$ cat config.mk
export PLATFORM = sky130hd
export DESIGN_NAME = op_pipe_acc
export DESIGN_NICKNAME = d
export VERILOG_FILES = /design/src/rtl/op_pipe_acc.sv
export SDC_FILE = /design/constraint.sdc
export NUM_CORES = 1
export LEC_CHECK = 0
export ABC_AREA = 1
export BUFFER_PORTS_ARGS = -buffer_cell sky130_fd_sc_hd__buf_2
export CORE_MARGIN = 5
export CORE_UTILIZATION = 28
export DETAILED_ROUTE_END_ITERATION = 6
export GPL_TIMING_DRIVEN = 0
export HOLD_SLACK_MARGIN = 0.03
export PLACE_DENSITY = 0.43
export SKIP_CTS_REPAIR_TIMING = 1
export SYNTH_ARGS = -nofsm -noshare
export SYNTH_HDL_FRONTEND = slang
export SYNTH_SLANG_ARGS = --single-unit
$ cat constraint.sdc
create_clock -name clk -period 2.91 [get_ports clk]
set_clock_uncertainty 0.2 [all_clocks]
set_input_delay 0.4365 -clock clk [delete_from_list [all_inputs] [get_ports clk]]
set_output_delay 0.4365 -clock clk [all_outputs]
set_load 0.1 [all_outputs]
$ cat src/rtl/op_pipe_acc.sv
// op_pipe_acc: two-stage operand pipeline feeding a DEPTH-entry result FIFO.
// Stage 1 registers an accepted operand pair. Stage 2 computes one of
// add / sub / sat-add / accumulate and pushes {overflow, result} into the FIFO.
// Admission is credit based: a pair is only taken when the FIFO is guaranteed
// to have room for it, so a push can never be dropped.
module op_pipe_acc #(
  parameter int W     = 16,
  parameter int DEPTH = 4,
  parameter int CW    = $clog2(DEPTH) + 1
) (
  input  logic          clk,
  input  logic          reset,
  input  logic          in_valid,
  output logic          in_ready,
  input  logic [W-1:0]  operand_A,
  input  logic [W-1:0]  operand_B,
  input  logic [1:0]    op,
  input  logic          in_clr,
  output logic          out_valid,
  input  logic          out_ready,
  output logic [W-1:0]  result_data,
  output logic          overflow,
  output logic [CW-1:0] fifo_count
);

  localparam int PW = $clog2(DEPTH);
  localparam logic [1:0] OP_ADD = 2'b00;
  localparam logic [1:0] OP_SUB = 2'b01;
  localparam logic [1:0] OP_SAT = 2'b10;
  localparam logic [1:0] OP_ACC = 2'b11;
  localparam logic [CW:0] DEPTH_C = DEPTH[CW:0];

  // Stage 1 and accumulator state
  logic          s1_valid_q, s1_valid_d;
  logic [1:0]    s1_op_q, s1_op_d;
  logic [W-1:0]  s1_a_q, s1_a_d;
  logic [W-1:0]  s1_b_q, s1_b_d;
  logic          s1_clr_q, s1_clr_d;
  logic [W-1:0]  acc_q, acc_d;

  // FIFO bookkeeping
  logic [PW-1:0] wr_ptr_q, wr_ptr_d;
  logic [PW-1:0] rd_ptr_q, rd_ptr_d;
  logic [CW-1:0] count_q, count_d;
  logic [W-1:0]  fifo_mem_res [DEPTH];
  logic          fifo_mem_ovf [DEPTH];

  logic          accept;
  logic          push;
  logic          pop;
  logic [CW:0]   credit_used;
  logic [W-1:0]  acc_base;
  logic [W:0]    sum_ab;
  logic [W:0]    diff_ab;
  logic [W:0]    sum_acc;
  logic [W-1:0]  res;
  logic          res_ovf;

  // Entries already in the FIFO plus the one in stage 1 must leave a free slot.
  assign credit_used = {1'b0, count_q} + {{CW{1'b0}}, s1_valid_q};
  assign in_ready    = reset && (credit_used < DEPTH_C);
  assign accept      = in_valid && in_ready;
  assign push        = s1_valid_q;
  assign out_valid   = (count_q != '0);
  assign pop         = out_valid && out_ready;
  assign result_data = out_valid ? fifo_mem_res[rd_ptr_q] : '0;
  assign overflow    = out_valid ? fifo_mem_ovf[rd_ptr_q] : 1'b0;
  assign fifo_count  = count_q;

  // Stage 2 arithmetic on the registered operands
  always_comb begin
    acc_base = s1_clr_q ? '0 : acc_q;
    sum_ab   = {1'b0, s1_a_q} + {1'b0, s1_b_q};
    diff_ab  = {1'b0, s1_a_q} - {1'b0, s1_b_q};
    sum_acc  = {1'b0, acc_base} + {1'b0, s1_a_q};
    res      = sum_ab[W-1:0];
    res_ovf  = sum_ab[W];
    case (s1_op_q)
      OP_SUB: begin
        // The extra MSB of the widened difference is the borrow (A < B).
        res     = diff_ab[W-1:0];
        res_ovf = diff_ab[W];
      end
      OP_SAT: begin
        res     = sum_ab[W] ? '1 : sum_ab[W-1:0];
        res_ovf = sum_ab[W];
      end
      OP_ACC: begin
        res     = sum_acc[W-1:0];
        res_ovf = sum_acc[W];
      end
      default: begin
      end
    endcase
  end

  // Next-state for stage 1, accumulator and FIFO pointers/occupancy
  always_comb begin
    s1_valid_d = accept;
    s1_op_d    = s1_op_q;
    s1_a_d     = s1_a_q;
    s1_b_d     = s1_b_q;
    s1_clr_d   = s1_clr_q;
    acc_d      = acc_q;
    wr_ptr_d   = wr_ptr_q;
    rd_ptr_d   = rd_ptr_q;
    count_d    = count_q;
    if (accept) begin
      s1_op_d  = op;
      s1_a_d   = operand_A;
      s1_b_d   = operand_B;
      s1_clr_d = in_clr;
    end
    if (s1_valid_q) begin
      if (s1_op_q == OP_ACC) begin
        acc_d = res;
      end else if (s1_clr_q) begin
        acc_d = '0;
      end
    end
    if (push) begin
      wr_ptr_d = wr_ptr_q + PW'(1);
    end
    if (pop) begin
      rd_ptr_d = rd_ptr_q + PW'(1);
    end
    case ({push, pop})
      2'b10:   count_d = count_q + CW'(1);
      2'b01:   count_d = count_q - CW'(1);
      default: count_d = count_q;
    endcase
  end

  // Control state; an unknown reset drives the state unknown rather than hiding it
  always_ff @(posedge clk or negedge reset) begin
    if (!reset) begin
      s1_valid_q <= 1'b0;
      s1_op_q    <= '0;
      s1_a_q     <= '0;
      s1_b_q     <= '0;
      s1_clr_q   <= 1'b0;
      acc_q      <= '0;
      wr_ptr_q   <= '0;
      rd_ptr_q   <= '0;
      count_q    <= '0;
    end else if (reset) begin
      s1_valid_q <= s1_valid_d;
      s1_op_q    <= s1_op_d;
      s1_a_q     <= s1_a_d;
      s1_b_q     <= s1_b_d;
      s1_clr_q   <= s1_clr_d;
      acc_q      <= acc_d;
      wr_ptr_q   <= wr_ptr_d;
      rd_ptr_q   <= rd_ptr_d;
      count_q    <= count_d;
    end else begin
      s1_valid_q <= 'x;
      s1_op_q    <= 'x;
      s1_a_q     <= 'x;
      s1_b_q     <= 'x;
      s1_clr_q   <= 'x;
      acc_q      <= 'x;
      wr_ptr_q   <= 'x;
      rd_ptr_q   <= 'x;
      count_q    <= 'x;
    end
  end

  // FIFO storage write; contents need no reset because reads are gated by occupancy
  always_ff @(posedge clk) begin
    if (push) begin
      fifo_mem_res[wr_ptr_q] <= res;
      fifo_mem_ovf[wr_ptr_q] <= res_ovf;
    end
  end

endmodule

# ---- Word level (Yosys, flattened, before mapping)
# Memory sizes are Yosys's and may differ from the RTL's.
# Index checks and enable logic that the tools add are counted.
dict set report word_totals {
  ram_bits 68
  input_bits 39
  out_inout_bits 22
  mem_count 2
  ff_bits 59
  elab_cells 59
}
dict set report classes {
  eq_ne 9
  n_lt_le_gt_ge 1
  n_reduce_logical 4
  add_sub_neg 8
  mux 26
}
# memory depth width rd rd_clocked_by_memory_dff wr line
set memory_table {}
lappend memory_table {fifo_mem_res 4 16 1 0 1 45} ;# logic [W-1:0] fifo_mem_res [DEPTH];
lappend memory_table {fifo_mem_ovf 4 1 1 0 1 46} ;# logic fifo_mem_ovf [DEPTH];
# cell count
set ops {}
lappend ops {{two-way mux 16 bit} 10}
lappend ops {{one-hot mux 16 bit (3 select lines)} 1}
lappend ops {{adder 16 x 16 -> 17 bit} 2}
lappend ops {{subtractor 16 x 16 -> 17 bit} 1}
lappend ops {{two-way mux 2 bit} 6}
lappend ops {{== test 2 bit, second input constant} 3}
lappend ops {{two-way mux 1 bit} 6}
lappend ops {{inequality test 2 x 1 -> 1 bit, second input constant} 3}
lappend ops {{one-hot mux 3 bit (2 select lines)} 1}
lappend ops {{adder 2 x 1 -> 2 bit, second input constant} 2}
lappend ops {{adder 3 x 1 -> 4 bit} 1}
lappend ops {{== test 2 x 1 -> 1 bit, second input constant} 2}
lappend ops {{< comparator 4 x 3 -> 1 bit, second input constant} 1}
lappend ops {{adder 3 x 1 -> 3 bit, second input constant} 1}
lappend ops {{logical AND 1 bit} 3}
lappend ops {{two-way mux 3 bit} 1}
lappend ops {{inequality test 3 x 1 -> 1 bit, second input constant} 1}
lappend ops {{nonzero test 3 bit} 1}
lappend ops {{subtractor 3 x 1 -> 3 bit, second input constant} 1}
lappend ops {{one-hot mux 1 bit (2 select lines)} 1}

# ---- Depth between registers and ports, before layout
dict set report depth {
  ltp_word 6
  mapped_depth 17
  depth_no_buf 16
}

# ---- Worst setup path after synthesis
# No wires, ideal clock.
dict set report synth_timing {
  path_kind {register -> output}
  from {reg count_q[1] (netlist: fifo_count[1])}
  to {out result_data[10]}
  arrival_ns 2.988
  required_time_ns 2.274
  path_buffers 2
  path_stages_with_launch 5
  slack_ns -0.714
  path_cell_list {dfrtp_1 -> nor3_1 -> buf_2 -> buf_1 -> a21oi_1}
}
dict set report synth_between {
  elab_chain_cells 2
}
# item line
set synth_rtl {}
lappend synth_rtl {{start: declaration} 44} ;# logic [CW-1:0] count_q, count_d;
lappend synth_rtl {{start signal: assignment} 155} ;# count_q <= count_d;
lappend synth_rtl {{nonzero test 3 bit} 64} ;# assign out_valid = (count_q != '0);
lappend synth_rtl {{two-way mux 16 bit} 66} ;# assign result_data = out_valid ? fifo_mem_res[rd_ptr_q] : '0;
lappend synth_rtl {{end: declaration} 21} ;# output logic [W-1:0] result_data,
# No other way between the ends.

# ---- Final worst setup path
dict set report layout_timing {
  from {reg s1_clr_q}
  to {mem fifo_mem_res[1][6] (data pin)}
}
dict set report layout_between {
  elab_chain_cells 3
}
# item line
set layout_rtl {}
lappend layout_rtl {{start: declaration} 38} ;# logic s1_clr_q, s1_clr_d;
lappend layout_rtl {{start signal: assignment} 151} ;# s1_clr_q <= s1_clr_d;
lappend layout_rtl {{two-way mux 16 bit} -}
lappend layout_rtl {{adder 16 x 16 -> 17 bit} 75} ;# sum_acc = {1'b0, acc_base} + {1'b0, s1_a_q};
lappend layout_rtl {{one-hot mux 16 bit (3 select lines)} 78} ;# case (s1_op_q)
lappend layout_rtl {{net res[6]} 56} ;# logic [W-1:0] res;
lappend layout_rtl {{end: declaration} 45}
# The timed path passes the listed nets, and every way through them passes these cells.

==> summary.txt <==
Yosys
  • Ys flop type: edfxtp_1
  • Synth Register Bits: 127
  • Post-synth cell types: 45
  • Cell count after synthesis: 1102
  • Sequential share of the synthesized area: 0.419
  • Yosys top cell area share: 0.243
  • Top cells by area, synth: edfxtp_1 (24%), dfrtp_1 (18%), nand2_1 (13%), ha_1 (7.7%), inv_1 (6.2%)
  • Post-synth top area cell: edfxtp_1
  • Net Count, Synth: 1197
  • Mapped Area: 8400 um2
  • Async SR Flop Fraction: 0.465
  • Synth warn: 0
  • Number of synthesized flops with an enable pin: 68
  • Syn_area_per_cell: 7.62 um2

Clock tree
  • Sink Count: 127
  • Reg clk slew, reported paths: 0.07 ns
  • Clk_lat worst skew: 0.43 ns
  • Clk buf depth: 2
  • TritonCTS Buffers: 17
  • CTS H-Tree Depth: 4
  • Root Driver: clkbuf_16
  • TritonCTS clock tree: yes

Die
  • Die ar.: 33500 um2
  • IO Count: 61
  • Core area: 29600 um2
  • Starting Density: 0.283
  • Die X: 183 um
  • Die height: 183 um
  • Site Rows: 63

Layout
  • Synth-to-Final Area Change: 22.8%
  • Most frequent cells in the layout: nand2_1 (280), inv_1 (138), nor2_1 (134)
  • Final Util: 0.348
  • Fraction of final layout cells sized beyond drive strength 1: 0.174
  • Final nets: 1297
  • Leading cell type in the layout, fill and taps excluded: nand2_1
  • Layout Cells excl Fill: 1605
  • Cell area after layout: 10300 um2
  • Fill count: 3236
  • Diodes inserted: 0

STA
  • Unrepaired setup endpoints after global routing: no
  • Worst Tran Pin Value: 0.796 ns
  • Fin crit share: 0.966
  • FMAX: 356 MHz
  • Final Hold Slack: 0.0192 ns
  • Pins Over Slew Limit: 0
  • # setup viols final: 0
  • Rel. slew slack: 0.468
  • Setup_tns: 0 ns
  • Final Hold Vio Count: 0
  • Fin crit period: 2.81 ns

Pwr
  • Maximum vdd drop: 0.492 mV
  • P_leak: 4.92 nW
  • PwrDens: 1070 nW/um2

Critical path
  • Startpoint Class: register
  • Crit path arrival time: 2.79 ns
  • CP Capture Type: register
  • Req. time, crit path: 2.89 ns
  • Crit Path Class: register to register
  • CP Max Fanout: 8

Place
  • Area post-placement: 9300 um2
  • Placed cell count: 1553
  • Port bufs: 60
  • Post-DP HPWL: 21100 um
  • GPL Wtd Cong: 0.851

Routing
  • Antenna Nets Post-Route: 0
  • Wire per inst: 16.9 um
  • Via count: 7425
  • DRT Pass-1 Iters: 6
  • Drt drc: 0
  • Via density: 4.63
  • WL final: 27100 um
  • Detailed Route Iter0 Violations: 517

Flow run
  • Max-cap violations: 0

Global route
  • Gr ovfl total: 0
  • Global-route wire length before repair: 42300 um
  • Vias in the first global route: 7244
  • Initial antenna violation count: 1
  • Pin count of the biggest net entering global routing: 64
  • Global Route Usage Sum: 0.165

Hold path
  • Worst Hold Class: input port to register

Run status
  • Run status: complete, no violations
[report_power, final]
group,switching (W),internal [W],leakage [nW],total [W]
logic,0.00456,0.00173,3.30,0.00628
registers,0.000193,0.00236,1.33,0.00255
clock network,0.00100,0.00115,0.286,0.00215
total,0.00575,0.00524,4.92,0.0110
[metrics by stage]
| stage | power, W | worst slack (ns) |
|---|---|---|
| finish | 0.0110 | 0.100 |
| global route | 0.0117 | 0.000816 |
| CTS | 0.0106 | -0.877 |
| detailed placement | 0.00843 | -0.861 |
| global placement | 0.00841 | -0.836 |
| floorplan | 0.00700 | -0.206 |
[cell type report]
type / count / area (um2) / area share
clock inverters: 15 / 163 / 0.0158
multi-input cells: 793 / 4390 / 0.426
flip-flops and latches: 127 / 3530 / 0.342
plain buffers: 34 / 180 / 0.0175
repair buffers: 82 / 582 / 0.0564
well taps: 390 / 488 / 0.0473
inverters: 147 / 556 / 0.0539
clock buffers: 17 / 425 / 0.0413
[synthesized netlist by cell type, types with 6 or more instances]
library cell / n
a21oi_1: 65
buf_2: 11
clkbuf_1: 16
dfrtp_1: 59
edfxtp_1: 68
ha_1: 52
inv_1: 138
inv_2: 8
mux2_2: 12
nand2_1: 283
nand3_1: 66
nand4_1: 15
nor2_1: 137
nor3_1: 13
o21ai_0: 89
o21ai_1: 6
xor2_1: 9
[layer usage]
metal / part of all wire / wire length, um / up-vias / GRT usage
met4: 0.018 / 488 / 0 / 0.0441
met1: 0.47 / 12700 / 3467 / 0.222
met5: 0 / 0 / - / 0
met3: 0.037 / 997 / 25 / 0.0266
li1: - / - / 3789 / -
met2: 0.48 / 12900 / 144 / 0.276
[registers in the layout, indices dropped and copies added, names as in the netlist, 2 cells and up]
signal and cells:
rd_ptr_q 2, s1_a_q 16, acc_q 16, s1_op_q 2
s1_b_q 16, fifo_mem_ovf 4, fifo_count 3, wr_ptr_q 2
fifo_mem_res 64
[critical path: stages (launching register included)]
cell and delay [ns]:
dfrtp_2 0.50, buf_8 0.18, nor2_2 0.12, ha_2 0.19, inv_1 0.05, fa_2 0.37
inv_1 0.11, nand2_1 0.07, nand3_2 0.12, a21oi_1 0.08, o21ai_1 0.24, nand4_1 0.14
buf_4 0.19
[cell families (layout without fill, tap and decap cells)]
kind of cell | count (synthesis) | count (layout) | synth area share
flops | 127 | 127 | 0.419
mux | 15 | 15 | 0.0201
fa+ha+maj | 56 | 56 | 0.0870
compound gates | 177 | 177 | 0.112
buf+inv | 182 | 295 | 0.0845
simple gates | 535 | 535 | 0.267
xor+xnor | 10 | 10 | 0.0104
[worst paths after layout]
check,startpoint,endpoint,slack (ns),depth (start not counted)
setup / recovery,s1_clr_q$_DFFE_PN0P_,fifo_mem_res[1][6]$_DFFE_PP_,0.10,12
hold / removal,operand_B[7],s1_b_q[7]$_DFFE_PN0P_,0.02,3
setup reg to reg,s1_clr_q$_DFFE_PN0P_,fifo_mem_res[1][6]$_DFFE_PP_,0.10,12
hold reg to reg,acc_q[14]$_DFFE_PN0P_,acc_q[14]$_DFFE_PN0P_,0.28,2
max in group asynchronous,reset,s1_a_q[1]$_DFFE_PN0P_,1.81,3
min in group asynchronous,reset,s1_b_q[13]$_DFFE_PN0P_,0.14,2
No activity file was read; power rests on OpenSTA's default activity.
